File: src/rtl/parking_gate_ctrl.sv
// Parking gate front-end: sensor synchronise/debounce, keypad code latch,
// request serialisation towards the parking core and barrier timing.
// Exit requests win over entry requests because they free a space.
module parking_gate_ctrl #(
  parameter int DEB_CYCLES   = 4,
  parameter int GATE_CYCLES  = 8,
  parameter int CODE_TIMEOUT = 32
) (
  input  logic       clk,
  input  logic       rst_n,
  input  logic       entry_sensor,
  input  logic       exit_sensor,
  input  logic       key_valid,
  input  logic [2:0] key_slot,
  input  logic [7:0] key_code,
  input  logic       can_park,
  output logic       car_arrive,
  output logic       car_exit,
  output logic [2:0] exit_from,
  output logic [7:0] exit_code,
  output logic       entry_gate_open,
  output logic       exit_gate_open,
  output logic       full_alarm,
  output logic       code_timeout,
  output logic       busy
);

  typedef enum logic [2:0] {
    IDLE       = 3'd0,
    ENTRY_CHK  = 3'd1,
    ENTRY_OPEN = 3'd2,
    EXIT_WAIT  = 3'd3,
    EXIT_OPEN  = 3'd4
  } state_t;

  localparam int DW   = $clog2(DEB_CYCLES + 1);
  localparam int TMAX = (GATE_CYCLES > CODE_TIMEOUT) ? GATE_CYCLES : CODE_TIMEOUT;
  localparam int TW   = $clog2(TMAX + 1);

  localparam logic [DW-1:0] DEB_LAST  = DW'(DEB_CYCLES - 1);
  localparam logic [TW-1:0] GATE_LAST = TW'(GATE_CYCLES - 1);
  localparam logic [TW-1:0] WAIT_LAST = TW'(CODE_TIMEOUT - 1);

  // index 0 = entry loop, index 1 = exit loop
  logic [1:0]    raw_s;
  logic [1:0]    sync1_r;
  logic [1:0]    sync2_r;
  logic [1:0]    deb_r;
  logic [1:0]    deb_prev_r;
  logic [DW-1:0] deb_cnt_r [2];
  logic [1:0]    rise_s;

  logic          entry_pend_r;
  logic          exit_pend_r;
  logic          code_vld_r;
  logic [2:0]    slot_r;
  logic [7:0]    code_r;
  logic [2:0]    eff_slot_s;
  logic [7:0]    eff_code_s;

  state_t        state_r;
  state_t        state_nx_s;
  logic [TW-1:0] timer_r;
  logic [TW-1:0] timer_nx_s;
  logic          arrive_s;
  logic          exit_s;
  logic          alarm_s;
  logic          timeout_s;

  logic          car_arrive_r;
  logic          car_exit_r;
  logic [2:0]    exit_from_r;
  logic [7:0]    exit_code_r;
  logic          entry_gate_r;
  logic          exit_gate_r;
  logic          full_alarm_r;
  logic          code_timeout_r;
  logic          busy_r;

  assign raw_s  = {exit_sensor, entry_sensor};
  assign rise_s = deb_r & ~deb_prev_r;

  // A key strobe in the same cycle as the EXIT_WAIT check takes precedence
  // over the previously latched code.
  assign eff_slot_s = key_valid ? key_slot : slot_r;
  assign eff_code_s = key_valid ? key_code : code_r;

  // Two-flop synchronisers followed by a run-length debouncer per loop sensor.
  always_ff @(posedge clk) begin
    if (!rst_n) begin
      sync1_r      <= 2'b00;
      sync2_r      <= 2'b00;
      deb_r        <= 2'b00;
      deb_prev_r   <= 2'b00;
      deb_cnt_r[0] <= '0;
      deb_cnt_r[1] <= '0;
    end else begin
      sync1_r    <= raw_s;
      sync2_r    <= sync1_r;
      deb_prev_r <= deb_r;
      for (int i = 0; i < 2; i++) begin
        if (sync2_r[i] != deb_r[i]) begin
          if (deb_cnt_r[i] == DEB_LAST) begin
            deb_r[i]     <= sync2_r[i];
            deb_cnt_r[i] <= '0;
          end else begin
            deb_cnt_r[i] <= deb_cnt_r[i] + DW'(1);
          end
        end else begin
          deb_cnt_r[i] <= '0;
        end
      end
    end
  end

  // Pending-request flags: a new rising edge wins over the service clear.
  always_ff @(posedge clk) begin
    if (!rst_n) begin
      entry_pend_r <= 1'b0;
      exit_pend_r  <= 1'b0;
    end else begin
      entry_pend_r <= rise_s[0] ? 1'b1 : ((state_r == ENTRY_CHK) ? 1'b0 : entry_pend_r);
      exit_pend_r  <= rise_s[1] ? 1'b1 : ((state_r == EXIT_WAIT) ? 1'b0 : exit_pend_r);
    end
  end

  // Keypad latch: newest strobe overwrites, consumption by car_exit clears valid.
  always_ff @(posedge clk) begin
    if (!rst_n) begin
      slot_r     <= 3'd0;
      code_r     <= 8'd0;
      code_vld_r <= 1'b0;
    end else begin
      if (key_valid) begin
        slot_r <= key_slot;
        code_r <= key_code;
      end else begin
        slot_r <= slot_r;
        code_r <= code_r;
      end
      code_vld_r <= exit_s ? 1'b0 : (key_valid ? 1'b1 : code_vld_r);
    end
  end

  // State register and shared gate / code-wait timer.
  always_ff @(posedge clk) begin
    if (!rst_n) begin
      state_r <= IDLE;
      timer_r <= '0;
    end else begin
      state_r <= state_nx_s;
      timer_r <= timer_nx_s;
    end
  end

  // Next-state logic and single-cycle event strobes.
  always_comb begin
    state_nx_s = state_r;
    timer_nx_s = timer_r;
    arrive_s   = 1'b0;
    exit_s     = 1'b0;
    alarm_s    = 1'b0;
    timeout_s  = 1'b0;
    case (state_r)
      IDLE: begin
        timer_nx_s = '0;
        if (exit_pend_r) begin
          state_nx_s = EXIT_WAIT;
        end else if (entry_pend_r) begin
          state_nx_s = ENTRY_CHK;
        end else begin
          state_nx_s = IDLE;
        end
      end
      ENTRY_CHK: begin
        timer_nx_s = '0;
        if (can_park) begin
          state_nx_s = ENTRY_OPEN;
          arrive_s   = 1'b1;
        end else begin
          state_nx_s = IDLE;
          alarm_s    = 1'b1;
        end
      end
      ENTRY_OPEN, EXIT_OPEN: begin
        if (timer_r == GATE_LAST) begin
          state_nx_s = IDLE;
          timer_nx_s = '0;
        end else begin
          timer_nx_s = timer_r + TW'(1);
        end
      end
      EXIT_WAIT: begin
        if (key_valid || code_vld_r) begin
          state_nx_s = EXIT_OPEN;
          timer_nx_s = '0;
          exit_s     = 1'b1;
        end else if (timer_r == WAIT_LAST) begin
          state_nx_s = IDLE;
          timer_nx_s = '0;
          timeout_s  = 1'b1;
        end else begin
          timer_nx_s = timer_r + TW'(1);
        end
      end
      default: begin
        state_nx_s = IDLE;
        timer_nx_s = '0;
      end
    endcase
  end

  // Registered outputs; exit_from / exit_code hold outside the car_exit cycle.
  always_ff @(posedge clk) begin
    if (!rst_n) begin
      car_arrive_r   <= 1'b0;
      car_exit_r     <= 1'b0;
      exit_from_r    <= 3'd0;
      exit_code_r    <= 8'd0;
      entry_gate_r   <= 1'b0;
      exit_gate_r    <= 1'b0;
      full_alarm_r   <= 1'b0;
      code_timeout_r <= 1'b0;
      busy_r         <= 1'b0;
    end else begin
      car_arrive_r   <= arrive_s;
      car_exit_r     <= exit_s;
      if (exit_s) begin
        exit_from_r <= eff_slot_s;
        exit_code_r <= eff_code_s;
      end else begin
        exit_from_r <= exit_from_r;
        exit_code_r <= exit_code_r;
      end
      entry_gate_r   <= (state_nx_s == ENTRY_OPEN);
      exit_gate_r    <= (state_nx_s == EXIT_OPEN);
      full_alarm_r   <= alarm_s;
      code_timeout_r <= timeout_s;
      busy_r         <= (state_r != IDLE);
    end
  end

  assign car_arrive      = car_arrive_r;
  assign car_exit        = car_exit_r;
  assign exit_from       = exit_from_r;
  assign exit_code       = exit_code_r;
  assign entry_gate_open = entry_gate_r;
  assign exit_gate_open  = exit_gate_r;
  assign full_alarm      = full_alarm_r;
  assign code_timeout    = code_timeout_r;
  assign busy            = busy_r;

endmodule

File: config.mk
export PLATFORM = sky130hd
export DESIGN_NAME = parking_gate_ctrl
export DESIGN_NICKNAME = d
export VERILOG_FILES = /design/src/rtl/parking_gate_ctrl.sv
export SDC_FILE = /design/constraint.sdc
export NUM_CORES = 1
export LEC_CHECK = 0
export CAP_MARGIN = 25
export CORE_UTILIZATION = 47
export DETAILED_ROUTE_END_ITERATION = 16
export PLACE_DENSITY = 0.75
export SLEW_MARGIN = 5
export SYNTH_ARGS = -nofsm -noshare
export SYNTH_HDL_FRONTEND = slang
export SYNTH_SLANG_ARGS = --single-unit
File: constraint.sdc
create_clock -name clk -period 1.3 [get_ports clk]
set_input_delay 0.13 -clock clk [delete_from_list [all_inputs] [get_ports clk]]
set_output_delay 0.13 -clock clk [all_outputs]
set_load 0.03 [all_outputs]
**Word-level counts from Yosys, hierarchy flattened**

Memory sizes are Yosys's and may differ from the RTL's.
Index checks and enable logic that the tools add are counted.

- Add/subtract/negate cells: 3
- Equality and inequality tests: 12
- Reductions and logical operators: 11
- Bitwise gates (word level): 10
- Muxes and demuxes: 51

Operators with widths:

| kind | count |
|---|---|
| 2-to-1 mux 1 bit | 33 |
| 2-to-1 mux 3 bit | 10 |
| 2-to-1 mux 6 bit | 3 |
| == test 3 x 2 -> 1 bit (second input constant) | 5 |
| one-hot mux 3 bit (4 select lines) | 1 |
| one-hot mux 6 bit (2 select lines) | 1 |
| 2-to-1 mux 8 bit | 1 |
| adder 3 x 1 -> 3 bit (second input constant) | 2 |
| adder 6 x 1 -> 6 bit (second input constant) | 1 |
| == test 3 bit (second input constant) | 2 |
| == test 6 x 3 -> 1 bit (second input constant) | 1 |
| == test 6 x 5 -> 1 bit (second input constant) | 1 |
| bitwise OR 1 bit | 6 |
| AND reduction 2 bit | 3 |
| 2-to-1 mux 2 bit | 2 |
| nonzero test 2 bit | 2 |
| OR reduction 2 bit | 2 |
| == test 3 x 1 -> 1 bit (second input constant) | 1 |
| logical NOT 3 bit | 1 |
| nonzero test 3 bit | 1 |
| OR reduction 3 bit | 1 |
| AND 2 bit | 1 |
| inequality test 1 bit | 2 |
| inverter 1 bit | 2 |
| other kinds (2) | 2 |

- Register bits: 49
- Word-level logic and storage cells: 109
- Bits in writable memories: 6
- Memories kept: 1
- Output and inout port bits: 18
- Input port bits: 17

Memories:

| memory | depth | width | read ports | clocked after memory_dff | write ports | RTL line | text |
|---|---|---|---|---|---|---|---|
| deb_cnt_r | 2 | 3 | 2 | 0 | 2 | 50 | `logic [DW-1:0] deb_cnt_r [2];` |

**Logic depth before layout (Yosys ltp)**

An unclocked memory read counts as a cell.

- Word-level depth: 9
- Mapped depth: 7
- Mapped depth without buffers: 5

**Least setup slack after synthesis**

Ideal clock, no wire load.

- Path kind: reg2reg
- Start: reg timer_r[0]
- End: reg entry_gate_r, in the netlist entry_gate_open
- Period minus slack after synthesis: 1.386 ns
- Data required time: 1.185 ns
- Stages on the path, launching flop included: 6
- Arrival: 1.271 ns
- Library setup time: 0.115 ns
- Buffers on the path: 0
- Setup slack: -0.086 ns
- Path through: dfxtp_1 > ha_1 > and2b_1 > a211oi_2 > o311a_2 > and3_1

- Longest elaborated chain between the ends: 5
- Elaborated cells between the ends (all ways): 7
- Classes of those cells: eq/ne: 3; mux: 4

Ends and longest elaborated chain:

| item | RTL line | text |
|---|---|---|
| from (decl) | 63 | `logic [TW-1:0] timer_r;` |
| from (signal assigned) | 152 | `timer_r <= timer_nx_s;` |
| == test 6 x 5 -> 1 bit | 198 | `end else if (timer_r == WAIT_LAST) begin` |
| 2-to-1 mux 3 bit | 198 |  |
| 2-to-1 mux 3 bit | 194 | `if (key_valid \|\| code_vld_r) begin` |
| one-hot mux 3 bit (4 select lines) * | 164 | `case (state_r)` |
| == test 3 x 2 -> 1 bit * | 235 | `entry_gate_r <= (state_nx_s == ENTRY_OPEN);` |
| to (signal assigned) | 235 |  |
| to (decl) | 74 | `logic entry_gate_r;` |

Mark *: on every way between the ends. The rest lies on a longest branch, timed or not.
A chain may end at the register's enable or synchronous reset.

**Final worst setup path**

- Start: reg timer_r[1]
- End: reg entry_gate_r, in the netlist entry_gate_open

Same word-level chain as after synthesis.

==> flow_metrics.tcl <==
set metrics [dict create \
    netlist-cell-type-count 34 \
    io_pins 35 \
    ctsHtreeMaxLevel 2 \
    min_path_type "input pin to flip-flop" \
    yosys.area.top_type_share 0.4614 \
    synth_edf_count 6 \
    drt-total-wl_mm 3.598 \
    crit_arrival_ns 1.69 \
    vias 1481 \
    path_max_fanout 3 \
    gp_congestion 0.7599 \
    final_nets 276 \
    synth_area_um2 2126 \
    grt_use_total 0.1634 \
    grt_pass1_wl_mm 6.141 \
    ys_warn_count 0 \
    clkSinkCount 55 \
    drv_cap 0 \
    crit_buf_inv 0 \
    critical_path_required_ns 1.55 \
    max_freq_ghz 0.6924 \
    avgSynthCellArea_um2 10.79 \
    power.total_mw 2.974 \
    internal-power_mw 2.349 \
    p_sw_frac 0.2101 \
    rsz0062_at_grt "true" \
    cts_root_buf "clkbuf_8" \
    drive_above_1_share 0.1922 \
    ys_seq_area_frac 0.5462 \
    cts_tree "done" \
    synthFlopType "dfxtp_1" \
    core_region_area_um2 4354 \
    synth_top_cell_by_area "dfxtp_1" \
    status "finished with violations" \
    combPwrFrac 0.065 \
    p_per_area_nw_per_um2 1046 \
    ys_ff_latch 55 \
    yosys-top-cells-count "dfxtp_1 (49), nor2b_1 (22), nor2_1 (17)" \
    rows 24 \
    finalHoldViolations 0 \
    synth.most_common_cell "dfxtp_1" \
    insertedDiodeCount 0 \
    cpPeakStageDelay_ns 0.34 \
    setup_ws_ns -0.1442 \
    n_fill_cell 358 \
    post-place-ws_ns -0.2588 \
    grt_pass1_vias 1397 \
    synthTopCellsByArea "dfxtp_1 (46%), edfxtp_1 (8.5%), mux2i_1 (6.6%)" \
    ir_drop_mv 0.7611 \
    post-dp-hpwl_mm 2.522 \
    detail-route-antenna-nets 0 \
    clockBufferDepth 2 \
    drc 0 \
    crit_slowest_cell "dfxtp_2" \
    finalSetupViolCount 5 \
    cts_hold_buf 0 \
    cp_top_family "compound AO/OA/AOI/OAI gates" \
    switchingPower_mw 0.6247 \
    grt_start_max_net_pins 17 \
    p_seq_frac 0.593 \
    violations "setup timing" \
    port_buffers 34 \
    path_class "flip-flop to flip-flop" \
    clock_power_share 0.342 \
    crit_chain "ha_4, and3b_2, a2111oi_4, o311a_2, and3_1" \
    fp.dieW_um 69.25 \
    drt_iter0_markers 70 \
    syn_to_final_growth_pct 33.78 \
    fin_skew_ns 0.008866 \
    finalMaxSlewViolations 0 \
    clkSlewWorstSetupHoldPaths_ns 0.09 \
    dieArea_um2 4796 \
    r2r_setup_slack_ns -0.14 \
    clock_latency_ns 0.31 \
    vias_per_cell 4.824 \
    wl_per_cell_um 11.72 \
    critPathCaptureType "flip-flop" \
    cts_buffers 5 \
    post-route-min-period_ns 1.444 \
    p_leak_nw 1.388 \
    drt_first_pass_iters 3 \
    grt.overflow.total 0 \
    critPathLaunchType "flip-flop" \
    async_flop_share 0 \
    dieHeight_um 69.25 \
    synthCells 197 \
    min_period_over_period 1.111 \
    antenna_found_initial 0 \
    initial_utilization 0.4882 \
]
## path summary, 6_finish.rpt
kind | start | to | cells after the start
worst max register to register | timer_r[1]$_SDFF_PN0_ | entry_gate_open$_SDFF_PN0_ | 5
worst min register to register | sync1_r[1]$_SDFF_PN0_ | sync2_r[1]$_SDFF_PN0_ | 1
worst min-delay path | entry_sensor | sync1_r[0]$_SDFF_PN0_ | 2
worst max-delay path | timer_r[1]$_SDFF_PN0_ | entry_gate_open$_SDFF_PN0_ | 5
## flip-flops by register name, indices dropped and copies added (netlist names), 3 cells and up
signal	count
exit_code	8
state_r	3
code_r	8
slot_r	3
timer_r	6
deb_cnt_r	6
exit_from	3
## metrics by stage
stage	cells	hold WS, ns	setup TNS, ns	util	instance area (um^2)
after floorplan	202	0.2058	-0.007123	-	2160
after global placement	298	0.4140	-3.346	0.6121	2665
after detailed placement	298	0.4193	-3.843	0.6121	2665
after CTS	306	0.3812	-0.3853	0.6336	2759
after global routing	307	0.3878	-0.8870	0.6532	2844
final	307	0.3927	-0.4243	0.6532	2844
## layout make-up
type | instances | area, um^2 | share of cell area
Clock inverter | 1 | 7.507 | 0.002640
Tap cell | 52 | 65.06 | 0.02288
Clock buffer | 7 | 96.34 | 0.03388
Inverter | 6 | 22.52 | 0.007919
Sequential cell | 55 | 1167 | 0.4105
Multi-Input combinational cell | 130 | 991.0 | 0.3484
Timing Repair Buffer | 56 | 494.2 | 0.1738
## repair_timing
item,in CTS,in global routing
gates cloned,0,0
resized for setup,21,17
setup endpoints to repair,31,27
pin swaps,1,4
setup buffers,0,1
## power groups by stage
| stage | registers [mW] | clock network, mW | logic (mW) |
|---|---|---|---|
| after floorplan | 1.80 | 0 | 0.0977 |
| after global placement | 1.80 | 0 | 0.181 |
| after detailed placement | 1.80 | 0 | 0.183 |
| after CTS | 1.76 | 1.06 | 0.185 |
| after global routing | 1.77 | 1.13 | 0.215 |
| final | 1.76 | 1.02 | 0.192 |
## layout by cell type (no fill, tap or decap), types with 2 or more instances in the layout
cell type        count
dfxtp_1             44
nor2b_1             21
buf_4               20
dlygate4sd2_1       18
nor2_1              17
clkdlybuf4s50_1     16
mux2i_1             14
nand2_1             12
o211a_1             11
and2_1               7
clkbuf_8             7
inv_1                6
edfxtp_1             6
conb_1               6
dfxtp_2              5
and3_1               4
o21ai_0              4
xor2_1               4
ha_4                 3
nor3_1               2
nand3_1              2
xnor2_1              2
nand3b_1             2
a21oi_1              2
and4_1               2
ha_2                 2
## routing by layer
layer	GRT usage	share of wire
met1	0.1978	0.47
met2	0.2621	0.46
met3	0.04651	0.048
met4	0.08844	0.021
met5	0	0
## cell families after synthesis
kind of cell / synth area share
compound gates: 0.09358
xor+xnor: 0.02884
fa+ha+maj: 0.02943
buf+inv: 0.03767
flops: 0.5462
mux: 0.06592
other cells: 0.001764
simple gates: 0.1966
Note: power is estimated with default switching activity, not from simulation.
==> patch 1: new RTL, config.mk and constraints unchanged <==
`GATE_CYCLES`: 8 -> 16.
--- a/src/rtl/parking_gate_ctrl.sv
+++ b/src/rtl/parking_gate_ctrl.sv
@@ -3,7 +3,7 @@
 // Exit requests win over entry requests because they free a space.
 module parking_gate_ctrl #(
   parameter int DEB_CYCLES   = 4,
-  parameter int GATE_CYCLES  = 8,
+  parameter int GATE_CYCLES  = 16,
   parameter int CODE_TIMEOUT = 32
 ) (
   input  logic       clk,
Function: no difference found for any inputs over 10 cycles, from zero or initial values and one cycle with rst_n low; that may be too few to reach the edited logic, so the function may still have changed.
==> patch 1 against the original RTL <==
The run ends with DRC left; worst hold slack about the same; routed wire length rose by 6.0%; synthesized area up 3.9%; maximum frequency is 12% higher; sequential cell count unchanged; setup slack gained 0.16 ns; cell area increased by 0.88%; total power decreased by 2.0%; synthesized cell count increased by 4.6%.
==> patch 1: results (changes against the original RTL) <==
metric	value	unit	change
Layout non-clock buf frac	16.48	%	-0.89 points
DRT Pass-1 Iters	10		+7
violated checks	DRC		
Clk. pwr	0.954	mW	-6%
fraction of area in registers	40.73	%	-0.31 points
aggregate global-route resource usage	16.81	%	+0.47 points
WHS	0.3929	ns	+0.0002120 ns
Buffers, non-clock	53		-5.4%
core area	4444	um2	+2.1%
Area contributors post-synth	dfxtp_1, edfxtp_1, mux2i_1		
largest net degree at the start of global routing	28		+11
worst r2r src	timer_r[0]		
Via-to-Cell Ratio	5.003		+3.7%
Post-DP Area	2696	um2	+1.2%
Starting DRT DRC Count	120		+71%
detailed-route DRC error count	2		+2
worst-path fanout max	4		+1
Synth Area per Inst	10.73	um2	-0.60%
Reg power frac	60.6	%	+1.3 points
most frequent cells after synthesis	dfxtp_1, nor2b_1, nand2_1		
peak supply drop	0.7604	mV	about the same
clock buffer count	6		-1
P_leak	1.383	nW	-0.38%
comb_multi_in	142		+9.2%
clk_skew	0.002438	ns	-0.006429 ns
Seq/Total Area, Yosys	52.55	%	-2.1 points
Placer Congestion	0.7623		+0.32%
pre-CTS setup slack	-0.1883	ns	+0.07047 ns
non-filler instance count after layout	314		+2.3%
Hold Path Origin	exit_sensor		
hold endpoint	sync1_r[1]		
P_sw	0.6299	mW	+0.83%
CP top delay family	simple AND/OR/NAND/NOR gates		
vias in the first global route	1550		+11%
fillers	364		+1.7%
Largest stage delay, worst path	0.36	ns	+0.02 ns
detailed placement HPWL	2573	um	+2.0%
status	finished, violations left		
fraction of layout cells with a size suffix above 1	19.47	%	+0.25 points
Inst Count DP	302		+1.3%
Inverters	4		-2
first-pass GRT wire length	6651	um	+8.3%
Post-layout nets	283		+2.5%
H-tree level count	2		unchanged
clk tree area frac	3.271	%	-0.38 points
[patch 1: changes by cell type in the layout (fill, tap and decap cells not counted), sizes merged, moves of 2 or more]
cell,unedited run,this run
nand2,12,17
nand2b,0,5
buf,22,19
nor2b,22,19
a21oi,3,5
and3,4,2
and4,2,0
inv,6,4
o21ai,4,6
[patch 1: per-layer routing]
layer / vias to the layer above / GRT usage [%] / part of all wire (%) / routed length, um
met1: 723 / 20.38 / 45 / 1728
li1: 803 / - / - / -
met2: 38 / 28.26 / 47 / 1805
met5: - / 0 / 0 / 0
met3: 7 / 4.558 / 5.8 / 220
met4: 0 / 7.333 / 1.6 / 60
[patch 1: timing repair]
action,4_1_cts,5_1_grt
buffers inserted,1,3
pin swaps,3,7
endpoints found under the setup margin,25,14
resized for setup,29,9
[patch 1: how the worst max path moves through the flow]
stage               startpoint               to  slack, ns
2_1_floorplan       timer_r[0]       timer_r[5]      0.006
3_3_place_gp         key_valid     exit_from[0]      -0.14
3_5_place_dp         key_valid       timer_r[1]      -0.19
4_1_cts        deb_cnt_r[0][0]  deb_cnt_r[0][0]      0.008
5_1_grt             timer_r[0]       timer_r[0]      -0.05
6_report            timer_r[0]       timer_r[5]       0.01
[patch 1: cell families (layout without fill, tap and decap cells)]
| logic type | count (synthesis) | in the layout | share of synthesized area, % |
|---|---|---|---|
| simple gates | 82 | 82 | 21.91 |
| flops | 55 | 55 | 52.55 |
| compound gates | 30 | 30 | 10.76 |
| buf+inv | 14 | 65 | 3.510 |
| mux | 13 | 13 | 5.889 |
| xor+xnor | 6 | 6 | 2.379 |
| fa+ha+maj | 5 | 5 | 2.831 |
| other cells | 1 | 6 | 0.1697 |
==> patch 2: new RTL, same flow settings <==
Without the edit above. Register the output `code_timeout` once more, cleared by the reset; this adds one clock of latency there. The other outputs are not delayed to match.
--- a/src/rtl/parking_gate_ctrl.sv
+++ b/src/rtl/parking_gate_ctrl.sv
@@ -247,7 +247,13 @@
   assign entry_gate_open = entry_gate_r;
   assign exit_gate_open  = exit_gate_r;
   assign full_alarm      = full_alarm_r;
-  assign code_timeout    = code_timeout_r;
+  always_ff @(posedge clk) begin
+    if (!rst_n) begin
+      code_timeout <= '0;
+    end else begin
+      code_timeout <= code_timeout_r;
+    end
+  end
   assign busy            = busy_r;
 
 endmodule
Function: same outputs for any inputs over 10 cycles, from zero or initial values and one cycle with rst_n low; that may be too few to reach the edited logic, so the function may still have changed.
==> patch 2 against the original RTL <==
The flow still finishes with violations (setup timing); routed wire length is 1.3% lower; maximum frequency is 2.4% higher; worst hold slack better by 0.0099 ns; cell area barely moved; die area grew 1.2%; core utilization decreased by 0.42 points; synthesized area grew 1.2%; setup slack gained 0.033 ns; sequential cell count rose by 1; total power down 3.3%; critical endpoint unchanged; largest power group unchanged; highest routed layer unchanged.
==> patch 2: results (changes against the original RTL) <==
metric	value	unit	change
PnR worst setup slack	-0.1109	ns	+0.03329 ns
status	finished, violations left		
first-pass GRT wire length	6341	um	+3.3%
Buffers, non-clock	54		-3.6%
aggregate global-route resource usage	16.55	%	+0.21 points
Layout non-clock buf frac	17.77	%	+0.39 points
EDFF count, synth	6		unchanged
P_leak	1.380	nW	-0.59%
Setup CP Type	reg -> reg		
cts bufs inserted	5		unchanged
Post-DP Area	2691	um2	+0.99%
Starting DRT DRC Count	45		-36%
sequential cell area	1191	um2	+2.0%
non-filler instance count after layout	306		-0.33%
Net Sw Frac	21.34	%	+0.33 points
FF+latch count	56		+1.8%
asr flop ratio synth	0	%	unchanged
Inst Count DP	295		-1.0%
DRT Pass-1 Iters	4		+1
clock latency on the worst-skew pair	0.31	ns	about the same
largest net degree at the start of global routing	28		+11
Area contributors post-synth	dfxtp_1, edfxtp_1, mux2i_1		
Post-CTS Setup Repair Bufs	1		+1
comb_multi_in	131		+0.77%
CTS resizes	24		+14%
Routed WL	3551	um	-1.3%
crit path to	entry_gate_open		
fillers	371		+3.6%
footprint of the multi-input gates	983.4	um2	-0.76%
Synth warnings	0		unchanged
fraction of layout cells with a size suffix above 1	19.69	%	+0.47 points
most frequent cells after synthesis	dfxtp_1, nor2b_1, nor2_1		
Area Growth Syn to Fin	32.21	%	
detailed placement HPWL	2466	um	-2.2%
Placer Congestion	0.7388		-2.8%
final setup TNS	-0.1600	ns	+0.2642 ns
vias in the first global route	1514		+8.4%
detailed-route DRC error count	0		unchanged
clk_skew	0.009328	ns	+0.0004612 ns
Post-layout nets	276		unchanged
violated checks	setup timing		
R2R depth	5		unchanged
clk tree area frac	2.726	%	-0.93 points
Final setup viols	6		+1
clock buffer count	6		-1
Worst-path clk slew	0.09	ns	about the same
n_diodes	0		unchanged
peak supply drop	0.6142	mV	-19%
Synth Area per Inst	10.81	um2	+0.22%
Inverters	6		unchanged
Via-to-Cell Ratio	4.889		+1.3%
Seq/Total Area, Yosys	54.88	%	+0.26 points
pre-CTS setup slack	-0.2802	ns	-0.02147 ns
[patch 2: cell count changes in the layout (fill, tap and decap cells not counted), sizes merged]
cell      delta
clkinvlp     -1
buf          -2
and2         +1
clkinv       +1
clkbuf       -1
dfxtp        +1
[patch 2: how the worst min path moves through the flow]
stage                         startpoint            to  slack [ns]  cells after the start
final                        exit_sensor    sync1_r[1]        0.40                      2
after floorplan                 can_park    full_alarm        0.21                      1
after global placement        sync1_r[0]    sync2_r[0]        0.42                      1
after detailed placement  code_timeout_r  code_timeout        0.42                      1
after global routing         exit_sensor    sync1_r[1]        0.40                      2
after CTS                    exit_sensor    sync1_r[1]        0.39                      2
[patch 2: worst max-delay path, stage by stage (launching register included)]
cell,delay [ns]
dfxtp_2,0.34
ha_4,0.16
and3b_1,0.19
a2111oi_2,0.31
o311a_2,0.21
and3_1,0.15
[patch 2: cell families after synthesis]
family,synth area share (%)
flip-flops,54.88
AO/OA/AOI/OAI,9.244
AND/OR/NAND/NOR,19.71
XOR/XNOR,2.849
adder cells (fa/ha/maj),2.907
buffers and inverters,3.721
multiplexers,6.511
other,0.1743
[patch 2: routing by layer]
| layer | wire length [um] | part of all wire, % | track usage [%] |
|---|---|---|---|
| met2 | 1633 | 46 | 26.54 |
| met4 | 82 | 2.3 | 9.333 |
| met5 | 0 | 0 | 0 |
| met3 | 188 | 5.3 | 5.087 |
| met1 | 1646 | 46 | 19.68 |
[patch 2: power by group through the flow]
stage                     Clock [mW]  Combinational (mW)  Sequential, mW
after floorplan                    0              0.0977            1.83
after global placement             0               0.182            1.83
after detailed placement           0               0.185            1.84
after CTS                      0.927               0.189            1.80
after global routing           0.987               0.216            1.80
final                          0.888               0.195            1.79
